**src/rtl/pwm_compare_deadtime.sv**
```systemverilog
// PWM compare stage with a shadow/active compare register pair and
// complementary high/low gate outputs with independent rise/fall dead time.
module pwm_compare_deadtime #(
    parameter int COUNT_WIDTH = 16,
    parameter int DT_WIDTH    = 8
) (
    input  logic                   clk,
    input  logic                   rst_n,
    input  logic                   en,
    input  logic [COUNT_WIDTH-1:0] cmp_in,
    input  logic [COUNT_WIDTH-1:0] carrier,
    input  logic                   carrier_zero,
    input  logic                   carrier_top,
    input  logic [1:0]             load_mode,
    input  logic [DT_WIDTH-1:0]    dt_rise,
    input  logic [DT_WIDTH-1:0]    dt_fall,
    output logic                   pwm_h,
    output logic                   pwm_l,
    output logic [COUNT_WIDTH-1:0] cmp_active,
    output logic                   load_ack
);

    typedef enum logic [2:0] {IDLE, LOW, DEAD_R, HIGH, DEAD_F} state_t;

    state_t              state, state_nxt;
    logic [DT_WIDTH-1:0] cnt, cnt_nxt;
    logic                raw_q;
    logic                load_evt;

    // Compare update event; mode 11 ORs the pulses so coincident zero/top loads once
    always_comb begin
        case (load_mode)
            2'b00:   load_evt = 1'b1;
            2'b01:   load_evt = carrier_zero;
            2'b10:   load_evt = carrier_top;
            default: load_evt = carrier_zero | carrier_top;
        endcase
    end

    // Shadow-to-active compare transfer, independent of channel enable
    always_ff @(posedge clk or negedge rst_n) begin
        if (!rst_n) begin
            cmp_active <= '0;
            load_ack   <= 1'b0;
        end else begin
            load_ack <= load_evt;
            if (load_evt)
                cmp_active <= cmp_in;
        end
    end

    // Registered raw compare; cmp_active=0 can never be exceeded, so raw stays low
    always_ff @(posedge clk or negedge rst_n) begin
        if (!rst_n)
            raw_q <= 1'b0;
        else
            raw_q <= (carrier < cmp_active);
    end

    // Next-state logic: dead-time entry samples dt_* only on the entering edge
    always_comb begin
        state_nxt = state;
        cnt_nxt   = cnt;
        if (!en) begin
            state_nxt = IDLE;
            cnt_nxt   = '0;
        end else begin
            case (state)
                IDLE, LOW: begin
                    if (raw_q) begin
                        if (dt_rise == '0) begin
                            state_nxt = HIGH;
                            cnt_nxt   = '0;
                        end else begin
                            state_nxt = DEAD_R;
                            cnt_nxt   = dt_rise - DT_WIDTH'(1);
                        end
                    end else if (state == IDLE) begin
                        if (dt_fall == '0) begin
                            state_nxt = LOW;
                            cnt_nxt   = '0;
                        end else begin
                            state_nxt = DEAD_F;
                            cnt_nxt   = dt_fall - DT_WIDTH'(1);
                        end
                    end
                end
                HIGH: begin
                    if (!raw_q) begin
                        if (dt_fall == '0) begin
                            state_nxt = LOW;
                            cnt_nxt   = '0;
                        end else begin
                            state_nxt = DEAD_F;
                            cnt_nxt   = dt_fall - DT_WIDTH'(1);
                        end
                    end
                end
                DEAD_R: begin
                    // A compare pulse shorter than the dead time never reaches pwm_h
                    if (!raw_q) begin
                        state_nxt = LOW;
                        cnt_nxt   = '0;
                    end else if (cnt == '0) begin
                        state_nxt = HIGH;
                    end else begin
                        cnt_nxt = cnt - DT_WIDTH'(1);
                    end
                end
                DEAD_F: begin
                    if (raw_q) begin
                        state_nxt = HIGH;
                        cnt_nxt   = '0;
                    end else if (cnt == '0) begin
                        state_nxt = LOW;
                    end else begin
                        cnt_nxt = cnt - DT_WIDTH'(1);
                    end
                end
                default: begin
                    state_nxt = IDLE;
                    cnt_nxt   = '0;
                end
            endcase
        end
    end

    // State register with gate outputs decoded from the next state, so they
    // are glitch-free flops and can never be high together
    always_ff @(posedge clk or negedge rst_n) begin
        if (!rst_n) begin
            state <= IDLE;
            cnt   <= '0;
            pwm_h <= 1'b0;
            pwm_l <= 1'b0;
        end else begin
            state <= state_nxt;
            cnt   <= cnt_nxt;
            pwm_h <= (state_nxt == HIGH);
            pwm_l <= (state_nxt == LOW);
        end
    end

endmodule

```
**config.mk**
```make
export PLATFORM = sky130hd
export DESIGN_NAME = pwm_compare_deadtime
export DESIGN_NICKNAME = d
export VERILOG_FILES = /design/src/rtl/pwm_compare_deadtime.sv
export SDC_FILE = /design/constraint.sdc
export NUM_CORES = 1
export LEC_CHECK = 0
export CORE_MARGIN = 2
export CORE_UTILIZATION = 35
export DETAILED_ROUTE_END_ITERATION = 10
export GPL_TIMING_DRIVEN = 0
export PLACE_DENSITY = 0.72
export SLEW_MARGIN = 20
export SYNTH_ARGS = -nofsm -noshare
export SYNTH_HDL_FRONTEND = slang
export SYNTH_SLANG_ARGS = --single-unit
```
**constraint.sdc**
```tcl
create_clock -name clk -period 2.8 [get_ports clk]
set_input_delay 0.42 -clock clk [delete_from_list [all_inputs] [get_ports clk]]
set_output_delay 0.42 -clock clk [all_outputs]
set_load 0.01 [all_outputs]
```
### Word-level counts from Yosys, hierarchy flattened

Cells that the tools add are included.

* bits of input ports: 55
* output and inout bits: 19
* word-level logic and storage cells: 51
* register bits after elaboration: 31

* add/subtract/negate cells: 3
* bitwise logic cells: 1
* $lt $le $gt $ge: 1
* reduce and logical (&&, ||, !) cells: 7
* multiplexer cells: 22
* equality and inequality tests: 10

Operators with widths (count)
* 8-bit 2-to-1 mux: 9
* 8-bit case mux with 4 select lines: 1
* 3-bit 2-to-1 mux: 9
* 8-bit zero test: 3
* 8-bit by 1-bit subtractor with 8-bit output (second input constant): 3
* 16-bit < comparator: 1
* 3-bit case mux with 4 select lines: 1
* 3-bit by 2-bit equality test with 1-bit output (second input constant): 3
* 3-bit by 1-bit equality test with 1-bit output (second input constant): 2
* 4-bit != test (second input constant): 1
* 3-bit equality test (second input constant): 1
* 3-bit zero test: 1
* 3-bit != test (second input constant): 1
* 1-bit case mux with 3 select lines: 1
* 2-bit by 1-bit equality test with 1-bit output (second input constant): 1
* 2-bit equality test (second input constant): 1
* 2-bit zero test: 1
* 2-bit AND reduction: 1
* 2-bit OR reduction: 1
* 1-bit 2-to-1 mux: 1
* 1-bit OR: 1

### Depth between registers and ports, before layout

Gate-level depths: netlist (run 1).

* word-level depth: 7
* depth in mapped cells: 8
* depth with buffers taken out: 7

### Worst setup path before layout (run 1)

OpenSTA, ideal clock, no wires.

* kind: register -> register
* start: register cnt[4]
* end: register cnt[1]
* buffers on the path: 0
* library setup time: 90 ps
* arrival time: 1985 ps
* cell stages (with the launch flop): 6
* required time: 2710 ps
* clock period less this slack: 2075 ps
* slack: 725 ps
* path through: dfrtp_1 -> or4_4 -> nor4b_4 -> mux2_1 -> o22a_1 -> o221ai_1

* word-level cells in the longest chain between the ends: 5
* elaborated cells on any way between the ends: 6
* classes of those cells: 5 x mux; 1 x reduce/logical

RTL lines
* from (decl): line 26 `logic [DT_WIDTH-1:0] cnt, cnt_nxt;`
* from (signal assigned): line 138 `cnt <= cnt_nxt;`
* 8-bit zero test (*): line 104, 114
* 8-bit 2-to-1 mux (*)
* 8-bit 2-to-1 mux (on tied branches)
* 8-bit case mux with 4 select lines (*)
* 8-bit 2-to-1 mux (*)

Mark *: on every way between the ends. The rest lies on a longest branch, timed or not.
A chain may end at the register's enable or synchronous reset.

### Final worst setup path (run 1)

* start: input dt_rise[0]
* end: register cnt[2]

* word-level cells in the longest chain between the ends: 5
* elaborated cells on any way between the ends: 6
* classes of those cells: 1 x add/sub; 4 x mux; 1 x reduce/logical

RTL lines
* from (decl): line 15 `input logic [DT_WIDTH-1:0] dt_rise,`
* 8-bit by 1-bit subtractor with 8-bit output / 8-bit zero test (equally long branches): line 76, 71
* 8-bit 2-to-1 mux (*): line 71 `if (dt_rise == '0) begin`
* 8-bit 2-to-1 mux (*): line 70 `if (raw_q) begin`
* 8-bit case mux with 4 select lines (*): line 68 `case (state)`
* 8-bit 2-to-1 mux (*): line 64 `if (!en) begin`

Marked as above.

==> results of run 1 <==
## flip-flops by register name, indices dropped and copies added (netlist names)
signal      cells
state           3
load_ack        1
pwm_l           1
pwm_h           1
cmp_active     16
cnt             8
raw_q           1
## cell families after synthesis
logic type,count (synthesis),synth area share
XOR/XNOR,13,0.0487
buffers and inverters,35,0.0610
flip-flops,31,0.332
AND/OR/NAND/NOR,93,0.220
AO/OA/AOI/OAI,74,0.218
adder cells (fa/ha/maj),19,0.102
multiplexers,4,0.0182
## power breakdown
part / internal [mW] / switching (mW) / total [mW] / leakage [nW]
sequential: 0.536 / 0.0821 / 0.618 / 0.388
clock: 0.223 / 0.162 / 0.385 / 0.0505
combinational: 0.451 / 0.462 / 0.913 / 0.940
## layer usage
metal	track usage	routed length (µm)	up-vias
met1	0.219	2650	1004
met4	0.0592	95	0
met2	0.286	2770	80
li1	-	-	1140
met5	0	0	-
met3	0.0462	519	9
## worst paths after layout
path | depth (start not counted) | start | endpoint
min reg2reg | 1 | cmp_active[0] | cmp_active[0]
min | 1 | rst_n | cmp_active[7]
max reg2reg | 5 | cnt[4] | cnt[2]
max in group asynchronous | 1 | rst_n | state[2]
max | 9 | dt_rise[0] | cnt[2]
min in group clk | 1 | cmp_active[0] | cmp_active[0]
## Yosys cell counts, types with 3 or more instances
| cell | number | area [µm²] |
|---|---|---|
| a22oi_1 | 3 | 22.5 |
| nand2b_1 | 5 | 31.3 |
| a211oi_1 | 3 | 22.5 |
| clkbuf_1 | 8 | 30.0 |
| nor4_1 | 3 | 18.8 |
| xor2_1 | 4 | 35.0 |
| nand3_1 | 5 | 25.0 |
| nor2b_1 | 3 | 18.8 |
| inv_1 | 25 | 93.8 |
| a31oi_1 | 3 | 18.8 |
| nor2_1 | 15 | 56.3 |
| a21o_1 | 5 | 37.5 |
| o21ai_0 | 24 | 120 |
| nor3_1 | 12 | 60.1 |
| ha_1 | 19 | 238 |
| nand4_1 | 3 | 18.8 |
| or4_1 | 3 | 22.5 |
| o32ai_1 | 3 | 26.3 |
| dfrtp_1 | 31 | 776 |
| nor3b_1 | 3 | 22.5 |
| a21oi_1 | 9 | 45.0 |
| nand2_1 | 26 | 97.6 |
| xnor2_1 | 9 | 78.8 |
## layout make-up
type | count | area, µm²
clock inverters | 1 | 7.51
fillers | 625 | 3160
plain buffers | 10 | 48.8
clock buffers | 7 | 96.3
well taps | 77 | 96.3
multi-input cells | 203 | 1420
flip-flops and latches | 31 | 776
repair buffers | 73 | 726
inverters | 25 | 93.8
## per-stage QoR
stage / utilization / cell area, µm² / std cells / worst slack, ns
finish: 0.508 / 3260 / 427 / 0.220
global placement: 0.493 / 3170 / 419 / -0.0271
detailed placement: 0.492 / 3160 / 419 / -0.0767
floorplan: - / 2340 / 269 / 0.725
global route: 0.508 / 3260 / 427 / 0.0336
CTS: 0.508 / 3260 / 427 / 0.221
## critical path, delay by kind of cell
kind,cells,cell delay (ns)
fa+ha+maj,1,0.18
simple gates,2,0.83
compound gates,3,0.57
buf+inv,3,0.73
==> summary.md, run 1 <==
| Metric | Value |
|---|---|
| Status | complete, but fails checks |
| Violated checks | DRC |
| Register bit total from synthesis | 31 |
| Worst Path Required | between 2 and 3 ns |
| Area growth from synthesis to layout | 39.6% |
| Vias in the first global route | 2274 |
| Crit path kind | in -> reg |
| Post-Synthesis Cells | 269 |
| Clock sink count | 31 |
| CP Launch Type | input port |
| Commonest non-fill, non-tap cells in the layout | clkdlybuf4s50_1, dfrtp_1, nand2_1 |
| Layout cells sized above 1 | 0.0686 |
| Avg Inst Size Synth | 8.69 µm² |
| Dpl hpwl | 4.82 mm |
| Clock skew after layout | 0.00688 ns |
| Core area | about 0.0064 mm² |
| # setup viols final | 0 |
| H-tree depth | 2 |
| EDFF count, synth | 0 |
| CTS root buf | clkbuf_8 |
| Setup_tns | 0 ns |
| CP Cell Sequence | clkdlybuf4s50_1 -> inv_1 -> ha_1 -> or3b_2 -> clkbuf_1 -> nor3b_2 -> o32ai_1 -> a222oi_1 -> o21ai_1 |
| First-pass GRT wire length | 10.2 mm |
| Largest net degree at the start of global routing | 32 |
| Register area share after synthesis | 0.332 |
| Post-synthesis cell type count | between 60 and 70 |
| CP Max Fanout | 6 |
| Hold Path Class | in -> async |
| Total congestion overflow | 0 |
| Clk slew on worst S/H paths | 0.07 ns |
| Data arrival time of the critical path | 2.72 ns |
| RSZ-0062 raised after global routing | false |
| Fmax | just under 400 MHz |
| Post-synthesis cell area | 0.00234 mm² |
| Pwr/cell area | 587 mW/mm² |
| Slowest stage delay, CP | about 0.47 ns |
| VDD IR max | 289 µV |
| Initial Util | 0.364 |
| # IOs | 74 |
| DR iter-0 viols | 100 |
| Via density | 5.23 |
| Worst Tran Pin Value | between 0.6 and 0.7 ns |
| Slew Limit Fails | 0 |
| Final ANT Viol Nets | 0 |
| CTS buffer count | 5 |
| Most common cell after layout, fill and taps aside | clkdlybuf4s50_1 |
| Vias | 2233 |
| WHS | 0.168 ns |
| MaxCap Viol Count | 0 |
| Min Tclk post-route | 2.58 ns |
| Die Y-Extent | between 80 and 90 µm |
| Row cnt | 29 |
| Cts-stage hold buffer count | 0 |
| R2R setup slack | 0.39 ns |
| Port bufs | 73 |
| Nets@finish | 423 |
| Drt wl/cell | ~14 µm |
| Drt drc | 2 |
| Ys Warns | 0 |
| GRT Total Usage | 0.173 |
| Fin crit share | 0.921 |
| Top FF cell, synth | dfrtp_1 |
| Postcts setup bufs | 0 |
| Critical-path top delay cell | clkdlybuf4s50_1 |
| Initial antenna violation count | 0 |
| Fin. Hold Viols | 0 |
| Leakage | 1.38 nW |
| # diodes | 0 |
| Longest Clk Path Bufs | 2 |
| Rel. slew slack | 0.558 |
| Routed wire length | 6.04 mm |
| Post-CTS sizing | 0 |
| Final Power | between 1.5 and 2 mW |
| Net count after synthesis | 343 |
| Initial DRT Pass Iterations | 7 |
| Die span in x | 85.7 µm |
| Ys async rst share | 1.00 |
| Crit. End Element | register |
| Die footprint | about 0.0074 mm² |
| CTS tree | built |
| Worst-skew pair later-pin latency | 0.28 ns |
| RePlAce Congestion | 0.913 |
Power figures use the tool's default switching activity.
==> run 2, diff against run 1 <==
--- a/config.mk
+++ b/config.mk
@@ -5,6 +5,7 @@
 export SDC_FILE = /design/constraint.sdc
 export NUM_CORES = 1
 export LEC_CHECK = 0
+export CAP_MARGIN = 20
 export CORE_MARGIN = 2
 export CORE_UTILIZATION = 35
 export DETAILED_ROUTE_END_ITERATION = 10
==> results of run 2 <==
Same layout as run 1: the final DEF is identical, and so are final timing and power.
